File: src/rtl/dmem_arbiter.sv
// Arbiter and one-deep command sequencer between the CPU and an auxiliary master
// sharing the single-port data memory; read data is routed back to its originator.
module dmem_arbiter #(
  parameter int MAX_WAIT = 4
) (
  input  logic        clk,
  input  logic        rst_n,
  input  logic        cpu_req,
  input  logic        cpu_we,
  input  logic        cpu_be,
  input  logic [31:0] cpu_addr,
  input  logic [31:0] cpu_wdata,
  output logic        cpu_gnt,
  output logic        cpu_rvalid,
  output logic [31:0] cpu_rdata,
  input  logic        aux_req,
  input  logic        aux_we,
  input  logic        aux_be,
  input  logic [31:0] aux_addr,
  input  logic [31:0] aux_wdata,
  output logic        aux_gnt,
  output logic        aux_rvalid,
  output logic [31:0] aux_rdata,
  output logic        mem_we,
  output logic        mem_be,
  output logic [31:0] mem_a,
  output logic [31:0] mem_wd,
  input  logic [31:0] mem_rd
);

  localparam logic [3:0] MaxWait = 4'(MAX_WAIT);

  logic        cmd_valid;
  logic        cmd_we;
  logic        cmd_be;
  logic        cmd_src;
  logic [31:0] cmd_addr;
  logic [31:0] cmd_wdata;
  logic [3:0]  wait_cnt;
  logic        aux_wins;

  // Grants are masked during reset so no requester sees a completion that is dropped.
  always_comb begin
    aux_wins = aux_req & (~cpu_req | (wait_cnt == MaxWait));
    cpu_gnt  = rst_n & cpu_req & ~aux_wins;
    aux_gnt  = rst_n & aux_wins;
  end

  always_ff @(posedge clk or negedge rst_n) begin
    if (!rst_n) begin
      wait_cnt <= '0;
    end else if (aux_gnt || !aux_req) begin
      wait_cnt <= '0;
    end else if (wait_cnt != MaxWait) begin
      wait_cnt <= wait_cnt + 4'd1;
    end
  end

  always_ff @(posedge clk or negedge rst_n) begin
    if (!rst_n) begin
      cmd_valid <= 1'b0;
      cmd_we    <= 1'b0;
      cmd_be    <= 1'b0;
      cmd_src   <= 1'b0;
      cmd_addr  <= '0;
      cmd_wdata <= '0;
    end else begin
      cmd_valid <= cpu_gnt | aux_gnt;
      if (aux_gnt) begin
        cmd_we    <= aux_we;
        cmd_be    <= aux_be;
        cmd_src   <= 1'b1;
        cmd_addr  <= aux_addr;
        cmd_wdata <= aux_wdata;
      end else if (cpu_gnt) begin
        cmd_we    <= cpu_we;
        cmd_be    <= cpu_be;
        cmd_src   <= 1'b0;
        cmd_addr  <= cpu_addr;
        cmd_wdata <= cpu_wdata;
      end
    end
  end

  // The memory port is idle (all zero) whenever no command is held.
  always_comb begin
    mem_we = cmd_valid & cmd_we;
    mem_be = cmd_valid & cmd_be;
    mem_a  = cmd_valid ? cmd_addr : 32'd0;
    mem_wd = cmd_valid ? cmd_wdata : 32'd0;
  end

  always_ff @(posedge clk or negedge rst_n) begin
    if (!rst_n) begin
      cpu_rvalid <= 1'b0;
      aux_rvalid <= 1'b0;
      cpu_rdata  <= '0;
      aux_rdata  <= '0;
    end else begin
      cpu_rvalid <= cmd_valid & ~cmd_we & ~cmd_src;
      aux_rvalid <= cmd_valid & ~cmd_we & cmd_src;
      if (cmd_valid && !cmd_we) begin
        if (cmd_src) begin
          aux_rdata <= mem_rd;
        end else begin
          cpu_rdata <= mem_rd;
        end
      end
    end
  end

endmodule

File: config.mk
export PLATFORM = sky130hd
export DESIGN_NAME = dmem_arbiter
export DESIGN_NICKNAME = d
export VERILOG_FILES = /design/src/rtl/dmem_arbiter.sv
export SDC_FILE = /design/constraint.sdc
export NUM_CORES = 1
export LEC_CHECK = 0
export CAP_MARGIN = 20
export CORE_UTILIZATION = 30
export CTS_CLUSTER_DIAMETER = 100
export CTS_CLUSTER_SIZE = 40
export DETAILED_ROUTE_END_ITERATION = 10
export GPL_TIMING_DRIVEN = 0
export PLACE_DENSITY = 0.72
export SETUP_SLACK_MARGIN = 0.5
export SLEW_MARGIN = 0
export SYNTH_ARGS = -nofsm -noshare
export SYNTH_HDL_FRONTEND = slang
export SYNTH_SLANG_ARGS = --single-unit
File: constraint.sdc
create_clock -name clk -period 2.85 [get_ports clk]
set_input_delay 0.57 -clock clk [delete_from_list [all_inputs] [get_ports clk]]
set_output_delay 0.57 -clock clk [all_outputs]
set_load 0.02 [all_outputs]
==> impl_metrics.ini, run 1 <==
[worst_setup_path]
start_kind = input pin
critPathMaxStageDelay_ps = 560
crit_arrival_ps = 1730
r2r_cells = 8
rrSetupSlack_ps = 920
required_ps = 2280
crit_type = in2out
critical-path-slowest-cell = clkdlybuf4s50_1
path_max_fanout = 5
timing.rr.start = wait_cnt[0]
path_cells = clkdlybuf4s50_1, nand2_1, a21oi_4, buf_6, buf_2
timing.rr.end = cmd_addr[2]
endpoint_kind = primary output

[floorplan]
row_count = 53
die_y_um = 149.1
fp.coreArea_um2 = 21090
dieWidth_um = 149.1
ios = 302
dieArea_um2 = 22220
initial_core_util_pct = 30.77

[yosys]
ys_warn_count = 0
synth.distinct_cells = 27
synth_fp_nets = 659
synth_cells = 489
ys_ff_latch = 138
syn_area_per_cell_um2 = 13.27
syn-cell-area_um2 = 6489
ys_seq_area_share_pct = 53.22

[global_routing]
grt.total_usage_pct = 20.90
grt_pass1_wl_mm = 34.85
grt_max_degree = 47
antenna_found_initial = 0
grt_overflow = 0
grt_pass1_vias = 6042

[timing]
final.setup_skew_ps = 12.51
min_period_over_period_pct = 80.67
tightest_slew_ps = 587.3
setup_slack_ps = 550.8
fin_crit_ps = 2299
finalSetupViolations = 0
worst_hold_slack_ps = 99.22
finalHoldViolations = 0
rsz0062_at_grt = true
finalMaxSlewViolations = 0
slew_headroom_pct = 60.85
setup_tns_ps = 0
clock.fmax_mhz = 434.9

[finish]
final_nets = 997
fillers = 1938
syn_to_final_growth_pct = 64.67
antennaDiodeCount = 0
drive_gt1_share_pct = 20.38
final_cells = 1114
final_common_cell = clkdlybuf4s50_1
most-common-layout-cells = 231 x clkdlybuf4s50_1, 138 x dfrtp_1, 66 x and2_1, 66 x o2111a_1, 66 x a221o_1

[route]
ant_nets = 0
drt_iter0_markers = 210
vias_per_cell = 5.149
drc_errors = 0
drt-total-wl_mm = 23.13
dr.pass1.iters = 4
via_count = 5736
wl_per_cell_um = 20.76

[placed_design]
hpwlAfterDp_mm = 16.44
port_buffers = 300
place_inst = 1065
dp_slack_ps = -1023
gp_congestion = 0.8103

[power]
power.leakage_nw = 4.589
combPwrFrac_pct = 32.7
pwr-share-clk_pct = 31.6
p_switching_mw = 2.296
pwr_density_cell_nw_per_um2 = 704.4
peakVddDrop_uv = 392.6
internal_power_mw = 5.230
seq_power_share_pct = 35.7
sw_frac_of_total_pct = 30.51

[clock_tree]
numClockSinks = 138
insertion_delay_ps = 420
cts_root_buffer = clkbuf_16
cts_tree = built
cts.htree.levels = 4
clock_path_buffers = 2
path_clk_slew_ps = 70
cts_buffers = 17

[worst_hold_path]
hp-class = in2async

[flow_run]
cap_violations = 0

[run_status]
status = complete, no violations
[per-stage QoR]
step	utilization [%]	total power [mW]	instance area, um^2
floorplan	-	3.842	6489
global placement	46.64	5.137	9836
detailed placement	46.78	5.186	9864
CTS	50.78	7.595	10710
global route	50.67	7.857	10690
finish	50.67	7.526	10690
[power by group through the flow]
stage | clock [mW] | sequential, mW | combinational, mW
2_1_floorplan | 0 | 3.09 | 0.753
5_1_grt | 2.50 | 2.74 | 2.61
3_3_place_gp | 0 | 2.70 | 2.43
3_5_place_dp | 0 | 2.72 | 2.47
6_report | 2.38 | 2.69 | 2.46
4_1_cts | 2.42 | 2.69 | 2.48
[timing repair]
item,CTS,global route
cloned,4,0
hold buffers,1,0
pin swaps,2,4
hold endpoints to repair,22,0
setup buffers,6,7
endpoints found under the setup margin,136,38
gates resized for setup,125,38
[cells by family after synthesis]
| logic type | share of synthesized area (%) |
|---|---|
| AND/OR/NAND/NOR | 7.655 |
| flip-flops | 53.22 |
| AO/OA/AOI/OAI | 22.35 |
| adder cells (fa/ha/maj) | 0.3856 |
| XOR/XNOR | 0.1350 |
| buffers and inverters | 4.994 |
| multiplexers | 11.26 |
[worst max path at each step]
| stage | from | endpoint | slack [ps] | depth (start not counted) |
|---|---|---|---|---|
| final | aux_req | aux_gnt | 550 | 5 |
| after global routing | aux_req | cpu_gnt | 470 | 6 |
| after CTS | wait_cnt[1] | aux_gnt | 390 | 6 |
| after detailed placement | rst_n | aux_gnt | -1020 | 7 |
| after global placement | rst_n | aux_gnt | -5900 | 6 |
| after floorplan | cpu_req | cpu_gnt | 810 | 5 |
[worst max-delay path: cells and delay by family]
kind                   cells  cell delay (ps)
buffers and inverters      3              860
AO/OA/AOI/OAI              1              170
AND/OR/NAND/NOR            1              130
[flip-flops by register name, summed over array words and instances, names as in the netlist]
name and flops:
aux_rdata 32, cpu_rdata 32, cmd_valid 1, cmd_addr 32, cmd_wdata 32, cmd_src 1
wait_cnt 4, aux_rvalid 1, cpu_rvalid 1, cmd_be 1, cmd_we 1
[Yosys cell counts]
cell,number,area [um^2]
buf_4,1,7.510
nor2_1,3,11.26
dfrtp_1,138,3453
nor3b_2,1,12.51
mux2i_1,1,10.01
a21oi_1,2,10.01
nand2b_1,1,6.260
nand3_1,3,15.01
buf_6,8,90.09
inv_1,4,15.01
o21ai_1,1,5.000
or3_1,2,12.51
nand3b_1,2,15.01
a221o_1,66,660.6
mux2_2,50,563.0
buf_2,19,95.09
o2111a_1,66,743.2
ha_1,2,25.02
a21o_1,1,7.510
inv_2,1,3.750
xnor2_1,1,8.760
nand2_1,3,11.26
mux2_1,14,157.7
and2_1,66,412.9
a211oi_1,2,15.01
a21oi_2,1,8.760
clkbuf_1,30,112.6
[routing by layer]
metal  vias to the layer above  part of all wire, %  track usage [%]
met3                        25                  8.2            6.361
met4                         0                  1.9            7.041
met5                         -                    0                0
met1                      2845                   43            26.04
li1                       2609                    -                -
met2                       257                   47            34.28
[final cells by class]
cell class / instances / area [um^2] / share of cell area, %
clock buffers: 17 / 425.4 / 3.981
clock inverters: 14 / 193.9 / 1.815
plain buffers: 58 / 360.3 / 3.372
inverters: 5 / 21.27 / 0.1991
multi-input cells: 288 / 2734 / 25.59
flip-flops and latches: 138 / 3453 / 32.32
well taps: 275 / 344.1 / 3.220
repair buffers: 319 / 3153 / 29.51
(Power assumes the default switching activity.)
==> run 2: changes to the inputs <==
==> constraint.sdc (replaced) <==
create_clock -name clk -period 2.2 [get_ports clk]
set_input_delay 0.44 -clock clk [delete_from_list [all_inputs] [get_ports clk]]
set_output_delay 0.44 -clock clk [all_outputs]
set_load 0.02 [all_outputs]
==> run 2 against run 1 <==
  * Register-to-register slack worse by 840 ps
  * Global-route usage up 0.83 points
  * Non-clock buffer count up 44
==> impl_metrics.ini, run 2 (same netlist as run 1, synthesis figures left out) <==
[timing]
fin_crit_ps = 2142
rsz0062_at_grt = true
min_period_over_period_pct = 97.38
finalMaxSlewViolations = 0
finalSetupViolations = 0
slew_headroom_pct = 60.76
setup_tns_ps = 0
final.setup_skew_ps = 8.951
tightest_slew_ps = 588.5
finalHoldViolations = 0
clock.fmax_mhz = 466.8

[floorplan]
ios = 302
row_count = 53
initial_core_util_pct = 30.77
dieWidth_um = 149.1
fp.coreArea_um2 = 21090
die_y_um = 149.1
dieArea_um2 = 22220

[route]
wl_per_cell_um = 21.22
ant_nets = 0
drt-total-wl_mm = 24.58
drt_iter0_markers = 268
drc_errors = 0
dr.pass1.iters = 4
via_count = 6040
vias_per_cell = 5.216

[finish]
most-common-layout-cells = 165 x clkdlybuf4s50_1, 137 x dfrtp_1, 90 x buf_6
drive_gt1_share_pct = 36.69
syn_to_final_growth_pct = 80.99
final_nets = 1041
final_common_cell = clkdlybuf4s50_1
antennaDiodeCount = 0
post-route-util_pct = 55.69

[clock_tree]
cts_root_buffer = clkbuf_16
numClockSinks = 138
cts.htree.levels = 4
cts_tree = built
insertion_delay_ps = 420
clock_path_buffers = 2
path_clk_slew_ps = 60
cts_buffers = 17

[worst_setup_path]
endpoint_kind = primary output
start_kind = flip-flop
required_ps = 1760
crit_top_cell = buf_6
path_cells = inv_2, ha_4, nand3b_1, buf_4, a21oi_4, buf_6, buf_6
crit_type = reg2out
critPathMaxStageDelay_ps = 400
path_delay_family = buffers and inverters
cp_num_buf_inv = 4
crit_arrival_ps = 1700
critical-path-slowest-cell = dfrtp_1
path_max_fanout = 7

[power]
peakVddDrop_uv = 417.3
pwr_density_cell_nw_per_um2 = 830.7
power.leakage_nw = 5.155

[placed_design]
port_buffers = 300
gp_congestion = 0.8144
hpwlAfterDp_mm = 16.67

[global_routing]
grt.total_usage_pct = 21.73
grt_overflow = 0
grt_max_degree = 75
antenna_found_initial = 0
grt_pass1_vias = 6404
grt_pass1_wl_mm = 36.48

[flow_run]
cap_violations = 0

[worst_hold_path]
hp-class = in2async

[run_status]
status = complete, no violations
[run 2: cell count changes in the layout (fill, tap and decap cells not counted), sizes merged, moves of 2 or more]
| cell | change |
|---|---|
| clkinvlp | -2 |
| clkinv | +3 |
| clkdlybuf4s15 | -10 |
| dlygate4sd3 | +2 |
| clkdlybuf4s50 | -66 |
| dlygate4sd2 | +29 |
| buf | +113 |
| clkbuf | -19 |
| bufbuf | -4 |
[run 2: final cells by class]
cell class	instances	area, um^2
Clock inverter	13	170.2
Multi-Input combinational cell	288	2927
Timing Repair Buffer	363	3909
Clock buffer	18	429.2
Tap cell	275	344.1
Inverter	5	21.27
Fill cell	1788	9344
Buffer	58	489.2
Sequential cell	138	3455
[run 2: metal layers]
metal  vias up  GRT usage, %  routed length [um]
met3        30         5.627                1845
met2       287         37.81               12300
li1       2690             -                   -
met4         0         6.429                 388
met1      3033         26.23               10040
met5         -             0                   0
[run 2: timing repair]
action	in CTS	in global routing
cloned	15	1
pin swaps	3	4
resized for setup	605	46
setup endpoints to repair	234	195
endpoints found under the hold margin	64	64
buffers inserted	29	14
[run 2: worst reg2reg max path: stages, from the launching register on]
cell	delay, ps
dfrtp_1	400
inv_2	90
ha_4	140
nand3b_1	100
buf_6	140
buf_6	110
buf_8	130
buf_12	150
buf_12	130
buf_16	130
o2111a_1	230
a221o_1	260
[run 2: path summary, 6_finish.rpt]
path	depth (start not counted)	slack, ps	startpoint	endpoint
hold / removal	2	20	rst_n	cpu_rvalid
setup reg to reg	11	80	wait_cnt[0]	cmd_wdata[3]
hold reg to reg	1	480	cpu_rdata[9]	cpu_rdata[9]
max in group asynchronous	3	1380	rst_n	wait_cnt[0]
setup / recovery	7	60	wait_cnt[0]	aux_gnt
min in group clk	1	480	cpu_rdata[9]	cpu_rdata[9]
[run 2: per-stage QoR]
stage	power [mW]	instances	cell area [um^2]	hold WS [ps]	worst slack (ps)
after floorplan	4.979	489	6496	144.4	510.5
after global routing	10.19	1158	11740	45.04	-1.238
after global placement	6.663	1064	9843	466.6	-6210
after detailed placement	6.740	1065	9872	478.3	-1073
after CTS	9.756	1140	11450	-87.69	-21.47
final	9.756	1158	11740	19.26	57.70
[run 2: power breakdown]
part           total [mW]  switching, mW  internal, mW
Sequential           3.49          0.342          3.15
Clock                2.96           1.17          1.79
Combinational        3.30           1.56          1.74
==> run 3: changes to the inputs <==
--- a/config.mk
+++ b/config.mk
@@ -11,7 +11,6 @@
 export CTS_CLUSTER_SIZE = 40
 export DETAILED_ROUTE_END_ITERATION = 10
 export GPL_TIMING_DRIVEN = 0
-export PLACE_DENSITY = 0.72
 export SETUP_SLACK_MARGIN = 0.5
 export SLEW_MARGIN = 0
 export SYNTH_ARGS = -nofsm -noshare
==> run 3 against run 2 <==
  * Via count shrank 0.36%
  * Final cell count grew 0.52%
  * Core utilization grew 2.0 points
  * Critical path depth unchanged
  * Clock power is 6% lower
  * Sequential power barely moved
  * Die area did not move
  * Register-to-register slack improved by 20 ps
  * Highest routed layer unchanged
==> impl_metrics.ini, run 3 (same netlist as run 1, synthesis figures left out) <==
[clock_tree]
cts.htree.levels = 4
cts_buffers = 17
clock_path_buffers = 2
numClockSinks = 138
path_clk_slew_ps = 70
cts_root_buffer = clkbuf_16
cts_tree = built
insertion_delay_ps = 430

[finish]
multi_input_area_um2 = 2970
antennaDiodeCount = 0
syn_to_final_growth_pct = 87.37
ff_latch_area_um2 = 3453
most-common-layout-cells = 165 x clkdlybuf4s50_1, 138 x dfrtp_1, 102 x buf_6
final_cells = 1164
fillers = 1727
final_common_cell = clkdlybuf4s50_1
post-route-util_pct = 57.65
drive_gt1_share_pct = 38.02
final_nets = 1046

[global_routing]
grt_overflow = 0
grt_max_degree = 77
grt.total_usage_pct = 22.12
grt_pass1_vias = 6330
grt_pass1_wl_mm = 37.00
antenna_found_initial = 1

[timing]
slew_headroom_pct = 57.10
fin_crit_ps = 2184
tightest_slew_ps = 643.4
finalMaxSlewViolations = 0
finalSetupViolations = 0
clock.fmax_mhz = 457.9
min_period_over_period_pct = 99.27
finalHoldViolations = 0
final.setup_skew_ps = 13.06
setup_slack_ps = 16.00
rsz0062_at_grt = true

[route]
via_count = 6018
vias_per_cell = 5.170
ant_nets = 0
wl_per_cell_um = 21.55
drc_errors = 0
dr.pass1.iters = 5
drt_iter0_markers = 234
drt-total-wl_mm = 25.08

[worst_setup_path]
crit_type = reg2out
r2r_cells = 12
required_ps = 1760
endpoint_kind = primary output
critPathMaxStageDelay_ps = 410
path_max_fanout = 2
start_kind = flip-flop
crit_arrival_ps = 1740
crit_top_cell = buf_6
path_cells = inv_2, ha_4, nand3b_1, buf_6, a21oi_4, buf_6, buf_6
critical-path-slowest-cell = dfrtp_1

[placed_design]
gp_congestion = 0.7822
place_inst = 1065
dp_slack_ps = -1015
port_buffers = 300
hpwlAfterDp_mm = 16.83

[floorplan]
fp.coreArea_um2 = 21090
die_y_um = 149.1
initial_core_util_pct = 30.77
dieWidth_um = 149.1
ios = 302
row_count = 53
dieArea_um2 = 22220

[power]
pwr_density_cell_nw_per_um2 = 811.2
peakVddDrop_uv = 428.9
power.leakage_nw = 5.730
totalPowerFinal_mw = 9.862

[worst_hold_path]
hp-class = in2async

[flow_run]
cap_violations = 0

[run_status]
status = complete, no violations
[run 3: worst max-delay path: cells and delay by family (launching register included)]
kind / cells / cell delay [ps]
compound gates: 1 / 150
fa+ha+maj: 1 / 130
buf+inv: 4 / 500
flops: 1 / 410
simple gates: 1 / 140
[run 3: path summary, 6_finish.rpt]
kind	startpoint	end	slack, ps
min reg2reg	cpu_rdata[7]	cpu_rdata[7]	480
max in group asynchronous	rst_n	cmd_wdata[0]	1400
max reg2reg	wait_cnt[0]	cmd_addr[16]	100
max	wait_cnt[0]	aux_gnt	20
min	rst_n	cpu_rdata[2]	30
min in group clk	cpu_rdata[7]	cpu_rdata[7]	480
[run 3: report_power, final]
group	switching, mW	total, mW	internal, mW
logic	1.59	3.60	2.01
registers	0.330	3.48	3.15
clock network	1.26	2.78	1.52
[run 3: area by class of cell]
type | instances | area share, %
multi-input cells | 288 | 24.43
clock inverters | 14 | 1.039
repair buffers | 368 | 34.89
well taps | 275 | 2.830
plain buffers | 58 | 4.641
flip-flops and latches | 138 | 28.40
clock buffers | 18 | 3.612
inverters | 5 | 0.1544
[run 3: timing repair]
item | in CTS | in global routing
buffers inserted | 35 | 14
pin swaps | 39 | 4
hold endpoints to repair | 62 | 62
endpoints found under the setup margin | 235 | 259
gates cloned | 12 | 3
resized for setup | 589 | 111
[run 3: per-stage QoR]
| stage | hold slack, ps | area, um^2 | setup TNS, ps |
|---|---|---|---|
| 2_1_floorplan | 144.4 | 6496 | 0 |
| 4_1_cts | -106.5 | 11630 | 0 |
| 3_5_place_dp | 477.5 | 9872 | -30960 |
| 6_report | 26.53 | 12160 | 0 |
| 3_3_place_gp | 466.3 | 9843 | -1079600 |
| 5_1_grt | 44.57 | 12160 | -92.36 |
[run 3: per-layer routing]
layer,GRT usage [%],share of wire [%],up-vias
met5,0,0,-
met4,6.735,1.8,0
met3,5.505,7.2,30
met2,36.72,48,272
met1,28.26,43,3007
li1,-,-,2709
